File: src/rtl/periph_bus_bridge_if.sv
// periph_bus_bridge_if: core request/response and peripheral access bundle.
// slave = the bridge's view; master = the core and peripheral side.
interface periph_bus_bridge_if #(
  parameter int NUM_SLV = 5
);
  logic                   m_req;
  logic                   m_ready;
  logic                   m_we;
  logic [31:0]            m_addr;
  logic [31:0]            m_wdata;
  logic [3:0]             m_wstrb;
  logic                   m_rvalid;
  logic [31:0]            m_rdata;
  logic                   m_err;
  logic [NUM_SLV-1:0]     sel;
  logic [NUM_SLV-1:0]     s_en;
  logic                   s_we;
  logic [31:0]            s_addr;
  logic [31:0]            s_wdata;
  logic [3:0]             s_wstrb;
  logic [NUM_SLV-1:0]     s_ready;
  logic [32*NUM_SLV-1:0]  s_rdata;

  modport slave (
    input  m_req, m_we, m_addr, m_wdata, m_wstrb,
    input  sel, s_ready, s_rdata,
    output m_ready, m_rvalid, m_rdata, m_err,
    output s_en, s_we, s_addr, s_wdata, s_wstrb
  );

  modport master (
    output m_req, m_we, m_addr, m_wdata, m_wstrb,
    output sel, s_ready, s_rdata,
    input  m_ready, m_rvalid, m_rdata, m_err,
    input  s_en, s_we, s_addr, s_wdata, s_wstrb
  );
endinterface

File: src/rtl/periph_bus_bridge.sv
// periph_bus_bridge: single-outstanding bridge from the core data port
// to PLIC/GPIO/I2C/UART/TIMER (sel bit 0..4). Decode faults and hung
// peripherals become a bus error response instead of a stall.
// Ports: clk, rst (async, active high); bus (slave modport) carries
// m_req/m_ready/m_we/m_addr/m_wdata/m_wstrb/m_rvalid/m_rdata/m_err,
// sel, s_en/s_we/s_addr/s_wdata/s_wstrb, s_ready, s_rdata.
// Option PERIPH_BRIDGE_ERR_LOG_EN adds err_clr, err_addr,
// err_cause (01 decode, 10 timeout) and saturating err_cnt.
module periph_bus_bridge #(
  parameter int          NUM_SLV     = 5,
  parameter int          TIMEOUT_CYC = 256,
  parameter logic [31:0] ERR_RDATA   = 32'h0000_0000
) (
  input  logic        clk,
  input  logic        rst,
`ifdef PERIPH_BRIDGE_ERR_LOG_EN
  input  logic        err_clr,
  output logic [31:0] err_addr,
  output logic [1:0]  err_cause,
  output logic [7:0]  err_cnt,
`endif
  periph_bus_bridge_if.slave bus
);

  typedef enum logic [1:0] {
    IDLE,
    ACCESS,
    RESP
  } state_t;

  state_t             r_state;
  state_t             w_next;
  logic [NUM_SLV-1:0] r_sel;
  logic               r_we;
  logic [31:0]        r_addr;
  logic [31:0]        r_wdata;
  logic [3:0]         r_wstrb;
  logic [15:0]        r_cnt;
  logic               r_err;
  logic [31:0]        r_rdata;

  logic               w_onehot;
  logic               w_rdy;
  logic               w_tmo;
  logic [31:0]        w_slot;

  assign w_onehot = (bus.sel != '0) &&
    ((bus.sel & (bus.sel - NUM_SLV'(1))) == '0);

  // r_sel is one-hot in ACCESS, so OR-ing the gated slots
  // picks exactly the selected peripheral.
  always_comb begin
    w_slot = '0;
    for (int i = 0; i < NUM_SLV; i++) begin
      if (r_sel[i]) w_slot = w_slot | bus.s_rdata[32*i +: 32];
    end
  end

  assign w_rdy = |(bus.s_ready & r_sel);
  assign w_tmo = (r_cnt == 16'(TIMEOUT_CYC - 1));

  always_ff @(posedge clk or posedge rst) begin
    if (rst) r_state <= IDLE;
    else     r_state <= w_next;
  end

  always_comb begin
    w_next = r_state;
    unique case (r_state)
      IDLE: begin
        if (bus.m_req) w_next = w_onehot ? ACCESS : RESP;
      end
      ACCESS: begin
        if (w_rdy || w_tmo) w_next = RESP;
      end
      RESP: begin
        w_next = IDLE;
      end
      default: begin
        w_next = IDLE;
      end
    endcase
  end

  always_ff @(posedge clk or posedge rst) begin
    if (rst) begin
      r_sel   <= '0;
      r_we    <= 1'b0;
      r_addr  <= '0;
      r_wdata <= '0;
      r_wstrb <= '0;
      r_cnt   <= '0;
      r_err   <= 1'b0;
      r_rdata <= '0;
    end else begin
      unique case (r_state)
        IDLE: begin
          r_cnt <= '0;
          if (bus.m_req) begin
            r_sel   <= bus.sel;
            r_we    <= bus.m_we;
            r_addr  <= bus.m_addr;
            r_wdata <= bus.m_wdata;
            r_wstrb <= bus.m_wstrb;
            r_err   <= !w_onehot;
            r_rdata <= ERR_RDATA;
          end
        end
        ACCESS: begin
          r_cnt <= r_cnt + 16'd1;
          // Ready wins over a same-cycle timeout.
          if (w_rdy) begin
            r_err   <= 1'b0;
            r_rdata <= r_we ? '0 : w_slot;
          end else if (w_tmo) begin
            r_err   <= 1'b1;
            r_rdata <= ERR_RDATA;
          end
        end
        RESP: begin
          r_cnt <= '0;
        end
        default: begin
          r_cnt <= '0;
        end
      endcase
    end
  end

  assign bus.m_ready  = (r_state == IDLE);
  assign bus.m_rvalid = (r_state == RESP);
  assign bus.m_err    = (r_state == RESP) & r_err;
  assign bus.m_rdata  = (r_state == RESP) ? r_rdata : '0;
  assign bus.s_en     = (r_state == ACCESS) ? r_sel : '0;
  assign bus.s_we     = r_we;
  assign bus.s_addr   = r_addr;
  assign bus.s_wdata  = r_wdata;
  assign bus.s_wstrb  = r_wstrb;

`ifdef PERIPH_BRIDGE_ERR_LOG_EN
  logic w_q_onehot;

  // A one-hot latched select can only fail by timing out.
  assign w_q_onehot = (r_sel != '0) &&
    ((r_sel & (r_sel - NUM_SLV'(1))) == '0);

  always_ff @(posedge clk or posedge rst) begin
    if (rst) begin
      err_addr  <= '0;
      err_cause <= '0;
      err_cnt   <= '0;
    end else if (err_clr) begin
      err_addr  <= '0;
      err_cause <= '0;
      err_cnt   <= '0;
    end else if (r_state == RESP && r_err) begin
      err_addr  <= r_addr;
      err_cause <= w_q_onehot ? 2'b10 : 2'b01;
      if (err_cnt != 8'hFF) err_cnt <= err_cnt + 8'd1;
    end
  end
`endif

endmodule
File: src/flat_wrapper.sv
// flat-port wrapper written by rule: the top's interface ports become plain ports
module periph_bus_bridge_flat 
#(
  parameter int          NUM_SLV     = 5,
  parameter int          TIMEOUT_CYC = 256,
  parameter logic [31:0] ERR_RDATA   = 32'h0000_0000
)
  (clk, rst, bus_m_req, bus_m_we, bus_m_addr, bus_m_wdata, bus_m_wstrb, bus_sel, bus_s_ready, bus_s_rdata, bus_m_ready, bus_m_rvalid, bus_m_rdata, bus_m_err, bus_s_en, bus_s_we, bus_s_addr, bus_s_wdata, bus_s_wstrb);
  periph_bus_bridge_if #(.NUM_SLV(NUM_SLV)) bus_i ();
  input  logic clk;
  input  logic rst;
  input wire logic [$bits(bus_i.m_req)-1:0] bus_m_req;
  input wire logic [$bits(bus_i.m_we)-1:0] bus_m_we;
  input wire logic [$bits(bus_i.m_addr)-1:0] bus_m_addr;
  input wire logic [$bits(bus_i.m_wdata)-1:0] bus_m_wdata;
  input wire logic [$bits(bus_i.m_wstrb)-1:0] bus_m_wstrb;
  input wire logic [$bits(bus_i.sel)-1:0] bus_sel;
  input wire logic [$bits(bus_i.s_ready)-1:0] bus_s_ready;
  input wire logic [$bits(bus_i.s_rdata)-1:0] bus_s_rdata;
  output wire logic [$bits(bus_i.m_ready)-1:0] bus_m_ready;
  output wire logic [$bits(bus_i.m_rvalid)-1:0] bus_m_rvalid;
  output wire logic [$bits(bus_i.m_rdata)-1:0] bus_m_rdata;
  output wire logic [$bits(bus_i.m_err)-1:0] bus_m_err;
  output wire logic [$bits(bus_i.s_en)-1:0] bus_s_en;
  output wire logic [$bits(bus_i.s_we)-1:0] bus_s_we;
  output wire logic [$bits(bus_i.s_addr)-1:0] bus_s_addr;
  output wire logic [$bits(bus_i.s_wdata)-1:0] bus_s_wdata;
  output wire logic [$bits(bus_i.s_wstrb)-1:0] bus_s_wstrb;
  assign bus_i.m_req = bus_m_req;
  assign bus_i.m_we = bus_m_we;
  assign bus_i.m_addr = bus_m_addr;
  assign bus_i.m_wdata = bus_m_wdata;
  assign bus_i.m_wstrb = bus_m_wstrb;
  assign bus_i.sel = bus_sel;
  assign bus_i.s_ready = bus_s_ready;
  assign bus_i.s_rdata = bus_s_rdata;
  assign bus_m_ready = bus_i.m_ready;
  assign bus_m_rvalid = bus_i.m_rvalid;
  assign bus_m_rdata = bus_i.m_rdata;
  assign bus_m_err = bus_i.m_err;
  assign bus_s_en = bus_i.s_en;
  assign bus_s_we = bus_i.s_we;
  assign bus_s_addr = bus_i.s_addr;
  assign bus_s_wdata = bus_i.s_wdata;
  assign bus_s_wstrb = bus_i.s_wstrb;
  periph_bus_bridge #(.NUM_SLV(NUM_SLV), .TIMEOUT_CYC(TIMEOUT_CYC), .ERR_RDATA(ERR_RDATA)) u_core (.clk(clk), .rst(rst), .bus(bus_i));
endmodule
File: config.mk
export PLATFORM = sky130hd
export DESIGN_NAME = periph_bus_bridge_flat
export DESIGN_NICKNAME = d
export VERILOG_FILES = /design/src/rtl/periph_bus_bridge_if.sv /design/src/rtl/periph_bus_bridge.sv /design/src/flat_wrapper.sv
export SDC_FILE = /design/constraint.sdc
export NUM_CORES = 1
export LEC_CHECK = 0
export BUFFER_PORTS_ARGS = -buffer_cell sky130_fd_sc_hd__buf_2
export CAP_MARGIN = 40
export CORE_AREA = 2 2 137 139
export DETAILED_ROUTE_END_ITERATION = 6
export DIE_AREA = 0 0 139 141
export MAX_ROUTING_LAYER = met4
export PLACE_DENSITY = 0.72
export SKIP_CTS_REPAIR_TIMING = 1
export SYNTH_ARGS = -nofsm -noshare
export SYNTH_HDL_FRONTEND = slang
export SYNTH_SLANG_ARGS = --single-unit
File: constraint.sdc
create_clock -name clk -period 10.5 [get_ports clk]
set_input_delay 1.05 -clock clk [delete_from_list [all_inputs] [get_ports clk]]
set_output_delay 1.05 -clock clk [all_outputs]
set_load 0.005 [all_outputs]
==> qor.tcl <==
set qor(timing.setup.tns_ns) 0
set qor(layout_worst_path_cycle_share_pct) 27.4
set qor(holdPathEnd) {u_core.r_cnt[0]}
set qor(grt_antenna_before_repair) 2
set qor(total_nets_after_synthesis) 733
set qor(clock_sink_count) 125
set qor(critical_path_type) {flop to output port}
set qor(slew_limit_fails) 0
set qor(fillCellCount) 1744
set qor(postRouteAntennaNets) 0
set qor(grt.total_usage_pct) 20.4
set qor(average_wire_length_per_cell_after_detail_routing_um) 18.1
set qor(syn_inst) 490
set qor(initial_utilization_pct) 32.2
set qor(dr_total_vias) 5516
set qor(clkSlewWorstSetupHoldPaths_ns) 0.06
set qor(hold-path-cell-count) 1
set qor(drt-initial-drc-count) 526
set qor(crit_required_ns) 9.45
set qor(r2r_end) {u_core.r_state[1]}
set qor(fin_area_um2) 8500
set qor(fraction_of_final_layout_cells_sized_beyond_drive_strength_1_pct) 56.3
set qor(finalSetupViolCount) 0
set qor(clock_latency_ns) 0.41
set qor(synth.avg_cell_area_um2) 12.0
set qor(ys_async_sr_fraction_pct) 100
set qor(detail_route.first_pass.iterations) 7
set qor(leftover_overflow_at_the_end_of_global_routing) 0
set qor(powerDensity_nw_per_um2) 184
set qor(remaining_drc_errors) 25
set qor(yosysTopAreaCell) {dfrtp_1}
set qor(route.top_layer_used) {met4}
set qor(cts_buffer_count) 17
set qor(crit_path_max_fanout) 29
set qor(chipHeight_um) 141
set qor(worstHoldStart) {u_core.r_cnt[0]}
set qor(grt_pass1_wl_um) 30400
set qor(dpl-instance-area_um2) 7910
set qor(gp_congestion) 0.818
set qor(synth.yosys.seq_area_share_pct) 53.2
set qor(area.growth.synth_to_final_pct) 44.5
set qor(floorplan.die.width_um) 139
set qor(ioPinCount) 351
set qor(endpoint_kind) {output port}
set qor(number_of_endpoints_with_negative_hold_slack_in_the_final_report) 0
set qor(synth_cell_type_count) 36
set qor(first_global_vias) 5570
set qor(max-clock-path-buffers) 2
set qor(length_of_routed_met3_wiring_um) 1130
set qor(cts_htree_levels) 4
set qor(final_period_minus_worst_setup_slack_ns) 2.88
set qor(synth.ff_latch_count) 125
set qor(syn-cell-area_um2) 5880
set qor(placementRows) 50
set qor(synth_ff_type) {dfrtp_1}
set qor(core_um2) 18300
set qor(timing.clock.skew_ns) 0.00837
set qor(drv.max_cap_violation_count) 0
set qor(met2_wirelength_um) 9710
set qor(yosysWarningCount) 0
set qor(rrSetupSlack_ns) 8.11
set qor(slew-limit-headroom_pct) 53.2
set qor(static_leakage_power_nw) 4.25
set qor(finish.net_count) 1075
set qor(detail_route.vias_per_cell) 5.10
set qor(violations) {design-rule violations}
set qor(worstSetupStartpointType) {flop}
set qor(dp_hpwl_um) 14800
set qor(hp-class) {flop to flop}
set qor(status) {finished, violations left}
set qor(cts_tree) {built}
set qor(wirelength_um) 19500
set qor(dieArea_um2) 19600
set qor(grt_setup_unrepaired) {false}
set qor(root_buffer) {clkbuf_16}
set qor(grt_start_max_net_pins) 53
set qor(synthTopCellsByArea) {dfrtp_1 (53%), mux2_2 (14%), a222oi_1 (5.6%), a22o_1 (4.8%), and2_1 (4.4%)}
set qor(reg2reg_depth) 6
set qor(worstReg2RegStart) {u_core.r_sel[4]}
set qor(fmax_mhz) 347
set qor(crit_arrival_ns) 1.83
set qor(synth_top_area_share_pct) 53.2
set qor(wl_met1_um) 8350
set qor(synth_enable_flop_cells) 0
set qor(worst_slew_pin_slew_ns) 0.702
set qor(placement.io_buffers) 350
set qor(vdd_drop_max_uv) 106
layout make-up:
| type | instances | area (um2) | area share [%] |
|---|---|---|---|
| diodes | 2 | 5.00 | 0.0589 |
| inverters | 3 | 13.8 | 0.162 |
| multi-input cells | 323 | 2580 | 30.4 |
| clock inverters | 15 | 165 | 1.94 |
| clock buffers | 17 | 425 | 5.00 |
| flip-flops and latches | 125 | 3130 | 36.8 |
| well taps | 234 | 293 | 3.44 |
| repair buffers | 362 | 1890 | 22.2 |
worst max-delay path, stage by stage, from the launching register on:
cell,delay [ns]
dfrtp_1,0.44
nor2b_2,0.46
buf_8,0.25
and2_1,0.15
buf_2,0.12
logic make-up after synthesis:
kind of cell,synth area share (%)
flip-flops,53.2
AND/OR/NAND/NOR,11.0
AO/OA/AOI/OAI,16.8
multiplexers,14.2
buffers and inverters,3.21
XOR/XNOR,1.49
adder cells (fa/ha/maj),0.213
metrics by stage:
step / std cells / power, mW / utilization [%] / hold WS [ns] / worst slack (ns)
6_report: 1081 / 1.57 / 46.5 / 0.452 / 7.62
5_1_grt: 1081 / 1.65 / 46.5 / 0.465 / 7.49
4_1_cts: 1079 / 1.59 / 46.5 / 0.457 / 7.55
3_5_place_dp: 1047 / 1.00 / 43.3 / 0.450 / 7.70
3_3_place_gp: 1044 / 0.985 / 42.9 / 0.440 / 7.61
2_1_floorplan: 490 / 0.814 / - / 0.424 / 6.12
sequential cells by signal, summed over array words and instances (netlist names):
name and flops:
u_core.bus.s_we 1, u_core.r_sel 5, u_core.bus.s_wstrb 4, u_core.bus.s_wdata 32, u_core.r_rdata 32, u_core.r_err 1
u_core.r_state 2, u_core.bus.s_addr 32, u_core.r_cnt 16
cell usage in the layout, fill, tap and decap left out, types with 3 or more instances in the layout:
| cell type | instances |
|---|---|
| nand2_1 | 37 |
| or3_1 | 5 |
| a222oi_1 | 33 |
| nand4_1 | 5 |
| clkbuf_16 | 17 |
| a22oi_1 | 33 |
| a21oi_1 | 6 |
| clkinv_8 | 3 |
| nand3_1 | 6 |
| o21ai_0 | 6 |
| dfrtp_1 | 125 |
| inv_6 | 4 |
| nand2b_1 | 4 |
| xor2_1 | 6 |
| buf_2 | 350 |
| a22o_1 | 32 |
| and2_1 | 40 |
| nor2_1 | 12 |
| inv_8 | 5 |
| mux2_2 | 74 |
| buf_4 | 9 |
| xnor2_1 | 4 |
layer usage:
| metal | vias to the layer above | GRT usage, % |
|---|---|---|
| met5 | - | - |
| met4 | 0 | 6.54 |
| met3 | 26 | 4.31 |
| met2 | 234 | 32.4 |
| met1 | 2701 | 26.2 |
| li1 | 2555 | - |
cell usage after synthesis (all sizes together), types with 3 or more instances:
master	count
or3	5
a22oi	33
a22o	32
nor2	12
dfrtp	125
nand2b	4
xnor2	4
xor2	6
nand4	5
inv	3
nand3	6
clkbuf	29
mux2	74
buf	10
nand2	37
a222oi	33
and2	41
a21oi	6
o21ai	6
how the worst max path moves through the flow:
| stage | to | start | cells after the start |
|---|---|---|---|
| floorplan | u_core.bus.s_addr[0] | rst | 1 |
| global placement | bus_m_err | u_core.r_state[0] | 3 |
| detailed placement | u_core.r_state[1] | bus_s_ready[0] | 6 |
| CTS | bus_m_rdata[19] | u_core.r_state[0] | 4 |
| global route | bus_m_rdata[28] | u_core.r_state[0] | 4 |
| finish | bus_m_rdata[19] | u_core.r_state[0] | 4 |
power by group:
part	switching [mW]	internal, mW
Clock	0.259	0.319
Combinational	0.192	0.194
Sequential	0.0464	0.558
No activity file was read; power rests on OpenSTA's default activity.
